--- src/rtl/uart_pkg.sv ---
// Shared constants and FSM state encoding for the UART transmit scheduler.
// Optional build macro consumed elsewhere: UART_TX_SCHED_PRIO_EN.
package uart_pkg;

    localparam int BYTE_W        = 8;
    localparam int DEF_NREQ      = 4;
    localparam int DEF_START_TMO = 16;

    typedef enum logic [1:0] {
        ST_IDLE      = 2'd0,
        ST_LOAD      = 2'd1,
        ST_WAIT_BUSY = 2'd2,
        ST_SEND      = 2'd3
    } state_t;

endpackage

--- src/rtl/uart_tx_sched_rr_arbiter.sv ---
// Combinational round-robin search starting at last_grant+1, wrapping NREQ-1 -> 0.
// UART_TX_SCHED_PRIO_EN: requester 0 wins outright; round-robin covers the rest.
module rr_arbiter #(
    parameter int NREQ = 4,
    localparam int IW  = $clog2(NREQ)
) (
    input  logic [NREQ-1:0] req,
    input  logic [IW-1:0]   last_grant,
    output logic [IW-1:0]   grant,
    output logic            any_req
);

    logic          found;
    logic [IW-1:0] idx;

    always_comb begin
        grant = '0;
        found = 1'b0;
        idx   = '0;
        for (int i = 1; i <= NREQ; i++) begin
            idx = IW'((int'(last_grant) + i) % NREQ);
`ifdef UART_TX_SCHED_PRIO_EN
            if (!found && req[idx] && (idx != '0)) begin
`else
            if (!found && req[idx]) begin
`endif
                grant = idx;
                found = 1'b1;
            end
        end
`ifdef UART_TX_SCHED_PRIO_EN
        if (req[0]) begin
            grant = '0;
        end
`endif
    end

    assign any_req = |req;

endmodule

--- src/rtl/uart_tx_sched.sv ---
// Arbitrates NREQ byte requesters onto one UART transmitter: IDLE -> LOAD -> WAIT_BUSY -> SEND.
// Build macro UART_TX_SCHED_PRIO_EN gives requester 0 absolute priority.
module uart_tx_sched
    import uart_pkg::*;
#(
    parameter int NREQ      = DEF_NREQ,
    parameter int START_TMO = DEF_START_TMO,
    localparam int IW       = $clog2(NREQ),
    localparam int CW       = $clog2(START_TMO + 1)
) (
    input  logic                   clk16,
    input  logic                   rst,
    input  logic [NREQ-1:0]        req,
    input  logic [BYTE_W*NREQ-1:0] req_data,
    output logic [NREQ-1:0]        ack,
    output logic [NREQ-1:0]        done,
    output logic [BYTE_W-1:0]      tx_data,
    output logic                   tx_start,
    input  logic                   tx_busy,
    output logic                   tmo_err,
    output logic                   sched_idle
);

    state_t              state_q, state_d;
    logic [IW-1:0]       last_grant_q, last_grant_d;
    logic [IW-1:0]       winner_q, winner_d;
    logic [CW-1:0]       cnt_q, cnt_d;
    logic [BYTE_W-1:0]   tx_data_q, tx_data_d;
    logic                tx_start_q, tx_start_d;
    logic [NREQ-1:0]     ack_q, ack_d;
    logic [NREQ-1:0]     done_q, done_d;
    logic                tmo_q, tmo_d;
    logic [IW-1:0]       grant;
    logic                any_req;
    logic [NREQ-1:0]     winner_oh;

    rr_arbiter #(.NREQ(NREQ)) u_arb (
        .req        (req),
        .last_grant (last_grant_q),
        .grant      (grant),
        .any_req    (any_req)
    );

    assign winner_oh = {{(NREQ-1){1'b0}}, 1'b1} << winner_q;

    always_comb begin
        state_d      = state_q;
        last_grant_d = last_grant_q;
        winner_d     = winner_q;
        cnt_d        = cnt_q;
        tx_data_d    = tx_data_q;
        tx_start_d   = 1'b0;
        ack_d        = '0;
        done_d       = '0;
        tmo_d        = 1'b0;
        case (state_q)
            ST_IDLE: begin
                if (any_req) begin
                    winner_d = grant;
                    state_d  = ST_LOAD;
                end
            end
            ST_LOAD: begin
                // A requester that let go before being acknowledged is silently dropped.
                if (req[winner_q]) begin
                    tx_data_d  = req_data[BYTE_W*winner_q +: BYTE_W];
                    tx_start_d = 1'b1;
                    ack_d      = winner_oh;
                    cnt_d      = '0;
                    state_d    = ST_WAIT_BUSY;
                end else begin
                    state_d = ST_IDLE;
                end
            end
            ST_WAIT_BUSY: begin
                if (tx_busy) begin
                    state_d = ST_SEND;
                end else if (cnt_q == CW'(START_TMO - 1)) begin
                    tmo_d        = 1'b1;
                    last_grant_d = winner_q;
                    state_d      = ST_IDLE;
                end else begin
                    cnt_d = cnt_q + 1'b1;
                end
            end
            ST_SEND: begin
                if (!tx_busy) begin
                    done_d       = winner_oh;
                    last_grant_d = winner_q;
                    state_d      = ST_IDLE;
                end
            end
            default: state_d = ST_IDLE;
        endcase
    end

    always_ff @(posedge clk16) begin
        if (rst) begin
            state_q      <= ST_IDLE;
            last_grant_q <= IW'(NREQ - 1);
            winner_q     <= '0;
            cnt_q        <= '0;
            tx_data_q    <= '0;
            tx_start_q   <= 1'b0;
            ack_q        <= '0;
            done_q       <= '0;
            tmo_q        <= 1'b0;
        end else begin
            state_q      <= state_d;
            last_grant_q <= last_grant_d;
            winner_q     <= winner_d;
            cnt_q        <= cnt_d;
            tx_data_q    <= tx_data_d;
            tx_start_q   <= tx_start_d;
            ack_q        <= ack_d;
            done_q       <= done_d;
            tmo_q        <= tmo_d;
        end
    end

    assign ack        = ack_q;
    assign done       = done_q;
    assign tx_data    = tx_data_q;
    assign tx_start   = tx_start_q;
    assign tmo_err    = tmo_q;
    assign sched_idle = (state_q == ST_IDLE);

endmodule
--- config.mk ---
export PLATFORM = sky130hd
export DESIGN_NAME = uart_tx_sched
export DESIGN_NICKNAME = d
export VERILOG_FILES = /design/src/rtl/uart_pkg.sv /design/src/rtl/uart_tx_sched_rr_arbiter.sv /design/src/rtl/uart_tx_sched.sv
export SDC_FILE = /design/constraint.sdc
export NUM_CORES = 1
export LEC_CHECK = 0
export BUFFER_PORTS_ARGS = -buffer_cell sky130_fd_sc_hd__buf_4
export CAP_MARGIN = 10
export CELL_PAD_IN_SITES_DETAIL_PLACEMENT = 0
export CELL_PAD_IN_SITES_GLOBAL_PLACEMENT = 1
export CORE_ASPECT_RATIO = 1.25
export CORE_UTILIZATION = 35
export CTS_CLUSTER_SIZE = 40
export DETAILED_ROUTE_END_ITERATION = 8
export PLACE_DENSITY = 0.83
export SYNTH_ARGS = -nofsm -noshare
export SYNTH_HDL_FRONTEND = slang
export SYNTH_HIERARCHICAL = 1
export SYNTH_SLANG_ARGS = --single-unit
--- constraint.sdc ---
create_clock -name clk16 -period 2.21 [get_ports clk16]
set_input_delay 0.1105 -clock clk16 [delete_from_list [all_inputs] [get_ports clk16]]
set_output_delay 0.1105 -clock clk16 [all_outputs]
set_load 0.01 [all_outputs]
# Yosys cells after proc, flatten, opt, wreduce, memory -nomap -nowiden
# Cells that the tools add are included.
classes:
  addsub: 5
  mul: 0
  n_div: 0
  magnitude_cmp: 5
  eq_ne: 11
  n_shift: 2
  mux: 33
  bitwise: 4
  reduce_logical: 19
op_table:
  columns: ["operator", "count"]
  rows:
  - ["variable part select 32 x 6 -> 8 bit", 1]
  - ["two-way mux 2 bit", 12]
  - ["< comparator 2 x 3 -> 1 bit (second input constant)", 5]
  - ["two-way mux 5 bit", 3]
  - ["binary-select mux 1 bit (select 2 bit)", 5]
  - ["two-way mux 1 bit", 10]
  - ["!= test 2 bit (second input constant)", 5]
  - ["case mux 5 bit (2 select lines)", 1]
  - ["OR reduction 3 bit", 3]
  - ["case mux 2 bit (4 select lines)", 1]
  - ["AND reduction 4 bit", 2]
  - ["adder 5 x 1 -> 5 bit (second input constant)", 1]
  - ["equality test 5 x 4 -> 1 bit (second input constant)", 1]
  - ["adder 2 x 1 -> 2 bit (second input constant)", 2]
  - ["adder 2 bit (second input constant)", 2]
  - ["equality test 2 bit (second input constant)", 2]
  - ["NOT 1 bit", 4]
  - ["case mux 2 bit (2 select lines)", 1]
  - ["AND reduction 2 bit", 2]
  - ["nonzero test 2 bit", 2]
  - ["OR reduction 4 bit", 1]
  - ["left shift 1 x 2 -> 4 bit (first input constant)", 1]
  - ["logical AND 1 bit", 3]
  - ["logical NOT 1 bit", 3]
  - ["6 further kinds", 6]
word_totals:
  regBits: 29
  latch_bits: 0
  ram_bits: 0
  romBits: 0
  inputBits: 39
  output_inout_bits: 19
  elab_cells: 88
  n_memories: 0

# Depth between registers and ports, before layout
# Gate-level depths: netlist of the first run.
logic_depth:
  depth_word: 13
  mapped_depth: 6
  depth_no_buf: 6

# Modules after synthesis
# The synthesis of the first run kept the hierarchy.
by_module_without_submodules:
  columns: ["module", "n_inst", "cells_per_inst", "area_each_um2", "seq_area_each_um2"]
  rows:
  - ["uart_tx_sched", 1, 128, 1396.3, 580.6]
  - ["rr_arbiter", 1, 14, 81.3, 0.0]

# Worst setup path before layout of the first run
# OpenSTA, ideal clock, no wires.
synth_path:
  path_type: "reg-to-reg"
  start: "register cnt_q[0]"
  end: "register cnt_q[3]"
  setup_time_ns: 0.091
  arrival_time_ns: 1.561
  required_time_ns: 2.119
  path_slack_ns: 0.558
  stages_incl_launch_ff: 7
  path_buffers: 0
  synth_period_minus_slack_ns: 1.652
  cell_sequence: "dfxtp_1 > ha_1 > and3_1 > ha_1 > nor3b_4 > a41oi_1 > a311oi_1"
synth_via:
  elab_chain_cells: 4
  word_cells_on_any_way: 7
  cone_classes: "1 x add/sub; 2 x eq/ne; 3 x mux; 1 x reduce/logical"
synth_lines:
  columns: ["element", "line", "source"]
  rows:
  - ["start, declared", "uart_tx_sched.sv:27", "logic [CW-1:0] cnt_q, cnt_d;"]
  - ["start signal, assigned", "uart_tx_sched.sv:112", "cnt_q <= cnt_d;"]
  - ["adder 5 x 1 -> 5 bit", "uart_tx_sched.sv:83", "cnt_d = cnt_q + 1'b1;"]
  - ["two-way mux 5 bit", "uart_tx_sched.sv:78", "end else if (cnt_q == CW'(START_TMO - 1)) begin"]
  - ["two-way mux 5 bit", "uart_tx_sched.sv:76", "if (tx_busy) begin"]
  - ["case mux 5 bit (2 select lines)", "uart_tx_sched.sv:56", "case (state_q)"]
# Several ways; a longest one is shown, not always the timed one. The select of a mux whose other input is x is not followed.
# A chain may end at the register's enable or synchronous reset.

# Final worst setup path of the first run
# Same ends and word-level chain as after synthesis.

==> results.py, run 1 <==
metrics = {
    "place": {
        "dp_hpwl_um": 2589,
        "dp.cells": 252,
        "place_congestion": 0.7790,
        "io_buffers": 57,
        "dpl-instance-area_um2": 1928,
    },
    "critical_path": {
        "path_common_cell": "ha_1",
        "crit_type": "reg -> reg",
        "reg2reg_from": "cnt_q[0]$_SDFFE_PP0P_",
        "crit_fanout": 7,
        "reg2reg_to": "cnt_q[3]$_SDFFE_PP0P_",
        "startpoint_type": "flip-flop",
        "setup.worst_path.end": "cnt_q[3]$_SDFFE_PP0P_",
        "required_ps": 2400,
        "path_cells": "ha_1 > and3_1 > ha_1 > nor3b_4 > a41oi_1 > a311oi_1",
        "end_kind": "flip-flop",
        "r2r_cells": 6,
        "regToRegSetupSlack_ps": 430,
        "startpoint": "cnt_q[0]$_SDFFE_PP0P_",
        "cp_num_buf_inv": 0,
        "critPathMaxStageDelay_ps": 340,
        "arrival_ps": 1970,
        "cp_slowest_cell": "dfxtp_1",
        "path_delay_family": "simple AND/OR/NAND/NOR gates",
        "crit_cells": 6,
    },
    "layout": {
        "final_core_util_pct": 49.54,
        "finalNetCount": 245,
        "antenna_cells": 0,
        "area_growth_pct": 36.33,
        "layout-drive-gt1-share_pct": 38.24,
        "design_area_um2": 2014,
        "instances_no_fill": 260,
    },
    "timing": {
        "final.period_utilization_pct": 80.48,
        "setup_tns_ps": 0,
        "fin_worst_skew_ps": 3.130,
        "max_slew.worst_pin.slew_ps": 462.6,
        "finalSetupViolCount": 0,
        "fin_crit_ps": 1779,
        "fmax_ghz": 0.5623,
        "finalHoldViolCount": 0,
        "slew_violations": 0,
        "holdWs_ps": 147.9,
        "rsz0062_at_grt": "false",
        "slew_headroom_pct": 69.12,
    },
    "floorplanning": {
        "start_util_pct": 36.34,
        "die_area_um2": 4487,
        "rows": 26,
        "ioPinCount": 58,
        "fp.dieH_um": 74.65,
        "core_um2": 4066,
        "dieWidth_um": 60.12,
    },
    "synthesis": {
        "synth_top_area_cell": "dfxtp_1",
        "synth_ff_type": "dfxtp_1",
        "synthesis.area_um2": 1478,
        "syn_inst": 142,
        "async_flop_share_pct": 0,
        "synth-edff-count": 0,
        "yosysSeqAreaShare_pct": 39.29,
        "synth_top_area_share_pct": 39.29,
        "synthTopCellsByArea": "dfxtp_1 (39%), mux4_1 (11%), mux2i_1 (7.5%)",
        "synth_nets": 184,
        "ys_warn_count": 6,
        "syn_avg_cell_area_um2": 10.41,
        "ys_ff_latch": 29,
        "yosysMostFrequentCell": "dfxtp_1",
        "synth_cell_types": 34,
        "synth_common_cells": "dfxtp_1 (29), nor2_1 (17), nand2_1 (14), mux2i_1 (11), a21oi_1 (7)",
    },
    "cts": {
        "h-tree-depth": 2,
        "numCtsBuffers": 5,
        "cts.path.max_buffers": 2,
        "clkSinkCount": 29,
        "insertion_delay_ps": 270,
        "cts-root-buf": "clkbuf_8",
        "cts_resized": 0,
        "tritoncts": "built",
        "cts_setup_buffers": 0,
        "hold_buffers": 0,
        "path_clk_slew_ps": 60,
    },
    "flow_run": {
        "maxCapViolCount": 0,
    },
    "global_route": {
        "met2_usage_pct": 29.30,
        "antenna_found_initial": 0,
        "overflow": 0,
        "met3_usage_pct": 5.842,
        "grt_pass1_vias": 1220,
        "met1_usage_pct": 16.52,
        "grt_start_max_net_pins": 25,
        "track_usage_pct": 16.01,
        "grt_pass1_wl_um": 5340,
        "grt_most_used_layer": "met2",
    },
    "detailed_routing": {
        "first_pass_iters": 4,
        "dr_total_vias": 1304,
        "drt_iter0_drc": 42,
        "wl_um": 3381,
        "drc_errors": 0,
        "routedWlPerCell_um": 13.00,
        "ant_nets": 0,
        "vias_per_cell": 5.015,
    },
    "pwr": {
        "vdd_drop_max_v": 0.0003842,
        "leakage_nw": 0.8621,
        "p_per_area_nw_per_um2": 626.5,
    },
    "min_path": {
        "hp-class": "in -> reg",
    },
    "status": {
        "outcome": "complete, no violations",
    },
}
-- registers in the layout, indices dropped and copies added (netlist names) --
name	flops
tx_data	8
cnt_q	5
ack	4
done	4
last_grant_q	2
state_q	2
winner_q	2
tmo_err	1
tx_start	1
-- worst reg2reg max path: cells and delay by family (launching register included) --
kind                     cells  cell delay [ps]
flip-flops                   1              340
AND/OR/NAND/NOR              2              510
adder cells (fa/ha/maj)      2              450
AO/OA/AOI/OAI                2              400
-- worst min-delay path by stage --
stage                     cells past startpoint  slack, ps     from                       to
after CTS                                     3        140  tx_busy  state_q[0]$_SDFFE_PP0P_
final                                         3        150  tx_busy  state_q[0]$_SDFFE_PP0P_
after floorplan                               2        260  tx_busy  state_q[0]$_SDFFE_PP0P_
after global placement                        3        430  tx_busy  state_q[0]$_SDFFE_PP0P_
after global routing                          3        150  tx_busy  state_q[0]$_SDFFE_PP0P_
after detailed placement                      3        440  tx_busy  state_q[0]$_SDFFE_PP0P_
-- cell type report --
type / count / area, um^2
Multi-Input combinational cell: 101 / 804.5
Tap cell: 56 / 70.07
Inverter: 6 / 22.52
Sequential cell: 29 / 580.6
Fill cell: 405 / 2052
Timing Repair Buffer: 60 / 450.4
Clock buffer: 5 / 68.82
Clock inverter: 3 / 17.52
-- cells by family (layout without fill, tap and decap cells) --
kind of cell | Yosys count | in the layout | share of synthesized area [%]
flops | 29 | 29 | 39.29
buf+inv | 12 | 74 | 6.265
fa+ha+maj | 3 | 3 | 2.540
mux | 19 | 19 | 21.17
compound gates | 23 | 23 | 11.09
simple gates | 56 | 56 | 19.64
-- cells in the final DEF (no fill, tap or decap), types with 2 or more instances in the layout --
cell type and instances:
nand2b_1 2, o21ai_0 3, mux4_1 6, inv_1 6, nand2_1 14, mux4_2 2
ha_1 3, nand3b_1 3, nor4_1 3, nand3_1 4, clkbuf_8 5, or2_2 2
o211ai_1 4, mux2i_1 11, and3_1 2, nor3_1 4, a21oi_1 7, nor2_1 17
clkinv_2 2, buf_4 60, a31oi_1 2, dfxtp_1 29
-- per-layer routing --
| layer | up-vias | part of all wire, % |
|---|---|---|
| met1 | 604 | 39 |
| met5 | - | 0 |
| li1 | 647 | - |
| met3 | 2 | 8.9 |
| met2 | 51 | 51 |
| met4 | 0 | 0.30 |
-- power by group --
part	leakage [nW]	internal, mW	switching, mW
logic	0.583	0.156	0.122
clock network	0.0439	0.216	0.191
registers	0.235	0.549	0.0277
total	0.862	0.922	0.340
-- stage by stage --
step | power, mW | setup slack (ps)
after floorplan | 0.7571 | 558.4
after global placement | 0.8649 | 448.1
after detailed placement | 0.8681 | 407.0
after CTS | 1.283 | 412.2
after global routing | 1.333 | 271.6
final | 1.262 | 431.5
Note: power is estimated with default switching activity, not from simulation.
==> run 2: changes to the inputs <==
==> constraint.sdc (replaced) <==
create_clock -name clk16 -period 1.7 [get_ports clk16]
set_input_delay 0.085 -clock clk16 [delete_from_list [all_inputs] [get_ports clk16]]
set_output_delay 0.085 -clock clk16 [all_outputs]
set_load 0.01 [all_outputs]
==> results.py, run 2 (synthesized netlist as in run 1, its figures left out) <==
metrics = {
    "detailed_routing": {
        "first_pass_iters": 4,
        "drc_errors": 0,
        "routedWlPerCell_um": 13.18,
        "dr_total_vias": 1345,
        "vias_per_cell": 5.075,
        "wl_um": 3493,
        "ant_nets": 0,
        "drt_iter0_drc": 38,
    },
    "critical_path": {
        "arrival_ps": 1760,
        "crit_type": "reg -> reg",
        "cp_slowest_cell": "dfxtp_1",
        "critPathMaxStageDelay_ps": 320,
        "path_common_cell": "ha_2",
        "end_kind": "flip-flop",
        "required_ps": 1860,
        "path_cells": "ha_2 > and3_4 > ha_2 > nor3b_4 > nand2b_2 > a311oi_1",
        "startpoint_type": "flip-flop",
        "crit_fanout": 5,
    },
    "floorplanning": {
        "fp.dieH_um": 74.65,
        "rows": 26,
        "ioPinCount": 58,
        "die_area_um2": 4487,
        "start_util_pct": 36.34,
        "dieWidth_um": 60.12,
        "core_um2": 4066,
    },
    "timing": {
        "slew_violations": 0,
        "holdWs_ps": 104.0,
        "finalSetupViolCount": 0,
        "fin_worst_skew_ps": 6.152,
        "final.period_utilization_pct": 94.38,
        "slew_headroom_pct": 78.52,
        "fmax_ghz": 0.6233,
        "max_slew.worst_pin.slew_ps": 313.2,
        "finalHoldViolCount": 0,
        "fin_crit_ps": 1604,
    },
    "pwr": {
        "vdd_drop_max_v": 0.0003993,
        "p_per_area_nw_per_um2": 807.7,
        "power_mw": 1.687,
        "leakage_nw": 0.8870,
    },
    "place": {
        "dp_hpwl_um": 2616,
        "io_buffers": 57,
        "place_congestion": 0.8537,
    },
    "global_route": {
        "antenna_found_initial": 0,
        "overflow": 0,
        "grt_start_max_net_pins": 25,
        "track_usage_pct": 15.56,
        "grt_pass1_wl_um": 5271,
        "grt_pass1_vias": 1232,
    },
    "layout": {
        "largest_reg_flops": 8,
        "finalNetCount": 250,
        "antenna_cells": 0,
        "final_cell_mix": "buf_4 (63), dfxtp_1 (29), nor2_1 (17), nand2_1 (14), mux2i_1 (11)",
        "layout_commonest_cell": "buf_4",
        "layout-drive-gt1-share_pct": 42.11,
        "area_growth_pct": 41.32,
        "fill_cells": 390,
    },
    "cts": {
        "tritoncts": "built",
        "path_clk_slew_ps": 60,
        "cts-root-buf": "clkbuf_8",
        "numCtsBuffers": 5,
        "cts_setup_buffers": 0,
        "insertion_delay_ps": 280,
        "clkSinkCount": 29,
        "cts.path.max_buffers": 2,
        "h-tree-depth": 2,
    },
    "status": {
        "outcome": "complete, no violations",
    },
    "flow_run": {
        "maxCapViolCount": 0,
    },
    "min_path": {
        "hp-class": "in -> reg",
    },
}
-- run 2: cell count changes in the layout (fill, tap and decap cells not counted), sizes merged --
cell  change
buf       +5
-- run 2: critical path, delay by kind of cell, from the launching register on --
family | cells | cell delay, ps
simple gates | 3 | 690
fa+ha+maj | 2 | 370
flops | 1 | 320
compound gates | 1 | 90
-- run 2: repair_timing --
action                                  CTS  global route
hold buffers                              0             0
resized for setup                         0             6
pin swaps                                 1             3
hold endpoints to repair                  0             0
endpoints found under the setup margin    1             4
-- run 2: stage by stage --
stage | setup slack, ps | area [um^2] | util [%] | cells | TNS, ps
after floorplan | 48.44 | 1478 | - | 142 | 0
after global placement | 45.91 | 1978 | 48.65 | 257 | 0
after detailed placement | 9.733 | 1978 | 48.65 | 257 | 0
after CTS | 7.957 | 2064 | 50.77 | 265 | 0
after global routing | -7.304 | 2088 | 51.35 | 265 | -11.42
final | 95.59 | 2088 | 51.35 | 265 | 0
-- run 2: area by class of cell --
class | instances | area (um^2) | area share, %
clock buffers | 5 | 68.82 | 3.295
inverters | 6 | 22.52 | 1.078
flip-flops and latches | 29 | 580.6 | 27.80
well taps | 56 | 70.07 | 3.355
clock inverters | 3 | 17.52 | 0.8388
repair buffers | 65 | 504.2 | 24.15
multi-input cells | 101 | 824.5 | 39.48
-- run 2: report_power, final --
group | switching (mW) | total (mW) | internal (mW) | leakage (nW)
Sequential | 0.0178 | 0.732 | 0.714 | 0.235
Combinational | 0.182 | 0.405 | 0.223 | 0.608
Clock | 0.268 | 0.550 | 0.282 | 0.0439
Total | 0.468 | 1.69 | 1.22 | 0.887
-- run 2: final timing paths --
kind	startpoint	endpoint	slack, ps	cells after the start
max	cnt_q[0]$_SDFFE_PP0P_	cnt_q[3]$_SDFFE_PP0P_	100	6
min	tx_busy	state_q[0]$_SDFFE_PP0P_	100	3
max reg2reg	cnt_q[0]$_SDFFE_PP0P_	cnt_q[3]$_SDFFE_PP0P_	100	6
min reg2reg	tx_data[3]$_SDFFE_PP0P_	tx_data[3]$_SDFFE_PP0P_	500	2
-- run 2: layer usage --
metal  track usage [%]  wire (um)  share of wire, %
met1             16.12       1420                41
met2             29.18       1749                50
met3             4.983        290               8.3
met4             4.651         33              0.94
met5                 0          0                 0
==> run 3: changes to the inputs <==
--- a/config.mk
+++ b/config.mk
@@ -7,13 +7,11 @@
 export LEC_CHECK = 0
 export BUFFER_PORTS_ARGS = -buffer_cell sky130_fd_sc_hd__buf_4
 export CAP_MARGIN = 10
-export CELL_PAD_IN_SITES_DETAIL_PLACEMENT = 0
-export CELL_PAD_IN_SITES_GLOBAL_PLACEMENT = 1
 export CORE_ASPECT_RATIO = 1.25
 export CORE_UTILIZATION = 35
 export CTS_CLUSTER_SIZE = 40
 export DETAILED_ROUTE_END_ITERATION = 8
-export PLACE_DENSITY = 0.83
+export PLACE_DENSITY = 0.67
 export SYNTH_ARGS = -nofsm -noshare
 export SYNTH_HDL_FRONTEND = slang
 export SYNTH_HIERARCHICAL = 1
==> results.py, run 3 (synthesized netlist as in run 1, its figures left out) <==
metrics = {
    "global_route": {
        "grt_pass1_vias": 1214,
        "overflow": 0,
        "grt_pass1_wl_um": 5271,
        "track_usage_pct": 15.78,
        "grt_start_max_net_pins": 25,
        "antenna_found_initial": 0,
    },
    "layout": {
        "area_growth_pct": 41.58,
        "antenna_cells": 0,
        "finalNetCount": 249,
        "fill_cells": 392,
        "final_cell_mix": "buf_4 (63), dfxtp_1 (29), nor2_1 (17), nand2_1 (14), mux2i_1 (11)",
        "multi_input_area_um2": 809.5,
        "design_area_um2": 2092,
        "layout-drive-gt1-share_pct": 39.90,
        "largest_reg_flops": 8,
        "regArea_um2": 580.6,
        "layout_commonest_cell": "buf_4",
    },
    "timing": {
        "finalHoldViolCount": 0,
        "finalSetupViolCount": 0,
        "max_slew.worst_pin.slew_ps": 286.4,
        "rsz0062_at_grt": "true",
        "slew_violations": 0,
        "slew_headroom_pct": 80.36,
        "fin_ws_ps": 71.17,
        "fmax_ghz": 0.6139,
        "final.period_utilization_pct": 95.81,
        "fin_crit_ps": 1629,
        "fin_worst_skew_ps": 1.971,
    },
    "status": {
        "outcome": "complete, no violations",
    },
    "cts": {
        "insertion_delay_ps": 280,
        "h-tree-depth": 2,
        "numCtsBuffers": 5,
        "hold_buffers": 0,
        "cts.path.max_buffers": 2,
        "path_clk_slew_ps": 60,
        "cts-root-buf": "clkbuf_8",
        "cts_setup_buffers": 0,
        "clkSinkCount": 29,
        "tritoncts": "built",
    },
    "detailed_routing": {
        "dr_total_vias": 1307,
        "ant_nets": 0,
        "wl_um": 3416,
        "vias_per_cell": 4.951,
        "first_pass_iters": 4,
        "drc_errors": 0,
        "drt_iter0_drc": 34,
        "routedWlPerCell_um": 12.94,
    },
    "critical_path": {
        "crit_fanout": 5,
        "cp_slowest_cell": "dfxtp_1",
        "arrival_ps": 1790,
        "path_cells": "ha_2 > and3_1 > ha_2 > nor3b_4 > nand2b_1 > o21ai_0",
        "crit_type": "reg -> reg",
        "cp_num_buf_inv": 0,
        "critPathMaxStageDelay_ps": 340,
        "end_kind": "flip-flop",
        "startpoint_type": "flip-flop",
        "path_delay_family": "simple AND/OR/NAND/NOR gates",
        "required_ps": 1860,
        "path_common_cell": "ha_2",
    },
    "flow_run": {
        "maxCapViolCount": 0,
    },
    "floorplanning": {
        "die_area_um2": 4487,
        "core_um2": 4066,
        "ioPinCount": 58,
        "fp.dieH_um": 74.65,
        "rows": 26,
        "start_util_pct": 36.34,
        "dieWidth_um": 60.12,
    },
    "pwr": {
        "vdd_drop_max_v": 0.0003873,
        "leakage_nw": 0.8977,
        "power_mw": 1.861,
        "p_per_area_nw_per_um2": 889.3,
    },
    "place": {
        "io_buffers": 57,
        "post-place-ws_ps": -8.131,
        "dp_hpwl_um": 2583,
        "dpl-instance-area_um2": 1971,
        "place_congestion": 0.8131,
    },
    "min_path": {
        "hp-class": "in -> reg",
    },
}
[run 3: area by class of cell]
class	instances	share of cell area [%]
Clock buffer	7	4.127
Clock inverter	1	1.435
Inverter	6	1.077
Multi-Input combinational cell	101	38.70
Sequential cell	29	27.75
Tap cell	56	3.349
Timing Repair Buffer	64	23.56
[run 3: worst paths after layout]
kind / end / cells after the start / startpoint / slack [ps]
worst max-delay path: cnt_q[1]$_SDFFE_PP0P_ / 6 / cnt_q[1]$_SDFFE_PP0P_ / 70
worst min register to register: tx_data[2]$_SDFFE_PP0P_ / 2 / tx_data[2]$_SDFFE_PP0P_ / 490
worst min-delay path: state_q[0]$_SDFFE_PP0P_ / 3 / tx_busy / 120
worst max register to register: cnt_q[1]$_SDFFE_PP0P_ / 6 / cnt_q[1]$_SDFFE_PP0P_ / 70
[run 3: worst min-delay path, delay by kind of cell]
family / cells / cell delay, ps
AND/OR/NAND/NOR: 1 / 70
AO/OA/AOI/OAI: 1 / 50
buffers and inverters: 1 / 140
[run 3: repair_timing]
item,in CTS,in global routing
pin swaps,2,1
endpoints found under the setup margin,2,5
gates resized for setup,0,2
cloned,0,0
[run 3: per-stage QoR]
stage | std cells | utilization [%] | hold slack, ps | setup TNS, ps
floorplan | 142 | - | 231.3 | 0
global placement | 256 | 48.46 | 400.0 | 0
detailed placement | 256 | 48.46 | 407.1 | -8.131
CTS | 264 | 51.32 | 112.3 | 0
global route | 264 | 51.45 | 129.4 | -4.035
finish | 264 | 51.45 | 115.1 | 0
[run 3: routing by layer]
metal / global-route usage (%) / wire, um / vias up
li1: - / - / 653
met1: 16.68 / 1436 / 601
met2: 28.33 / 1654 / 46
met3: 4.983 / 273 / 7
met4: 6.718 / 51 / 0
met5: 0 / 0 / -
[run 3: power by group]
group / internal [mW] / switching (mW)
Clock: 0.477 / 0.253
Sequential: 0.714 / 0.0178
Combinational: 0.221 / 0.178
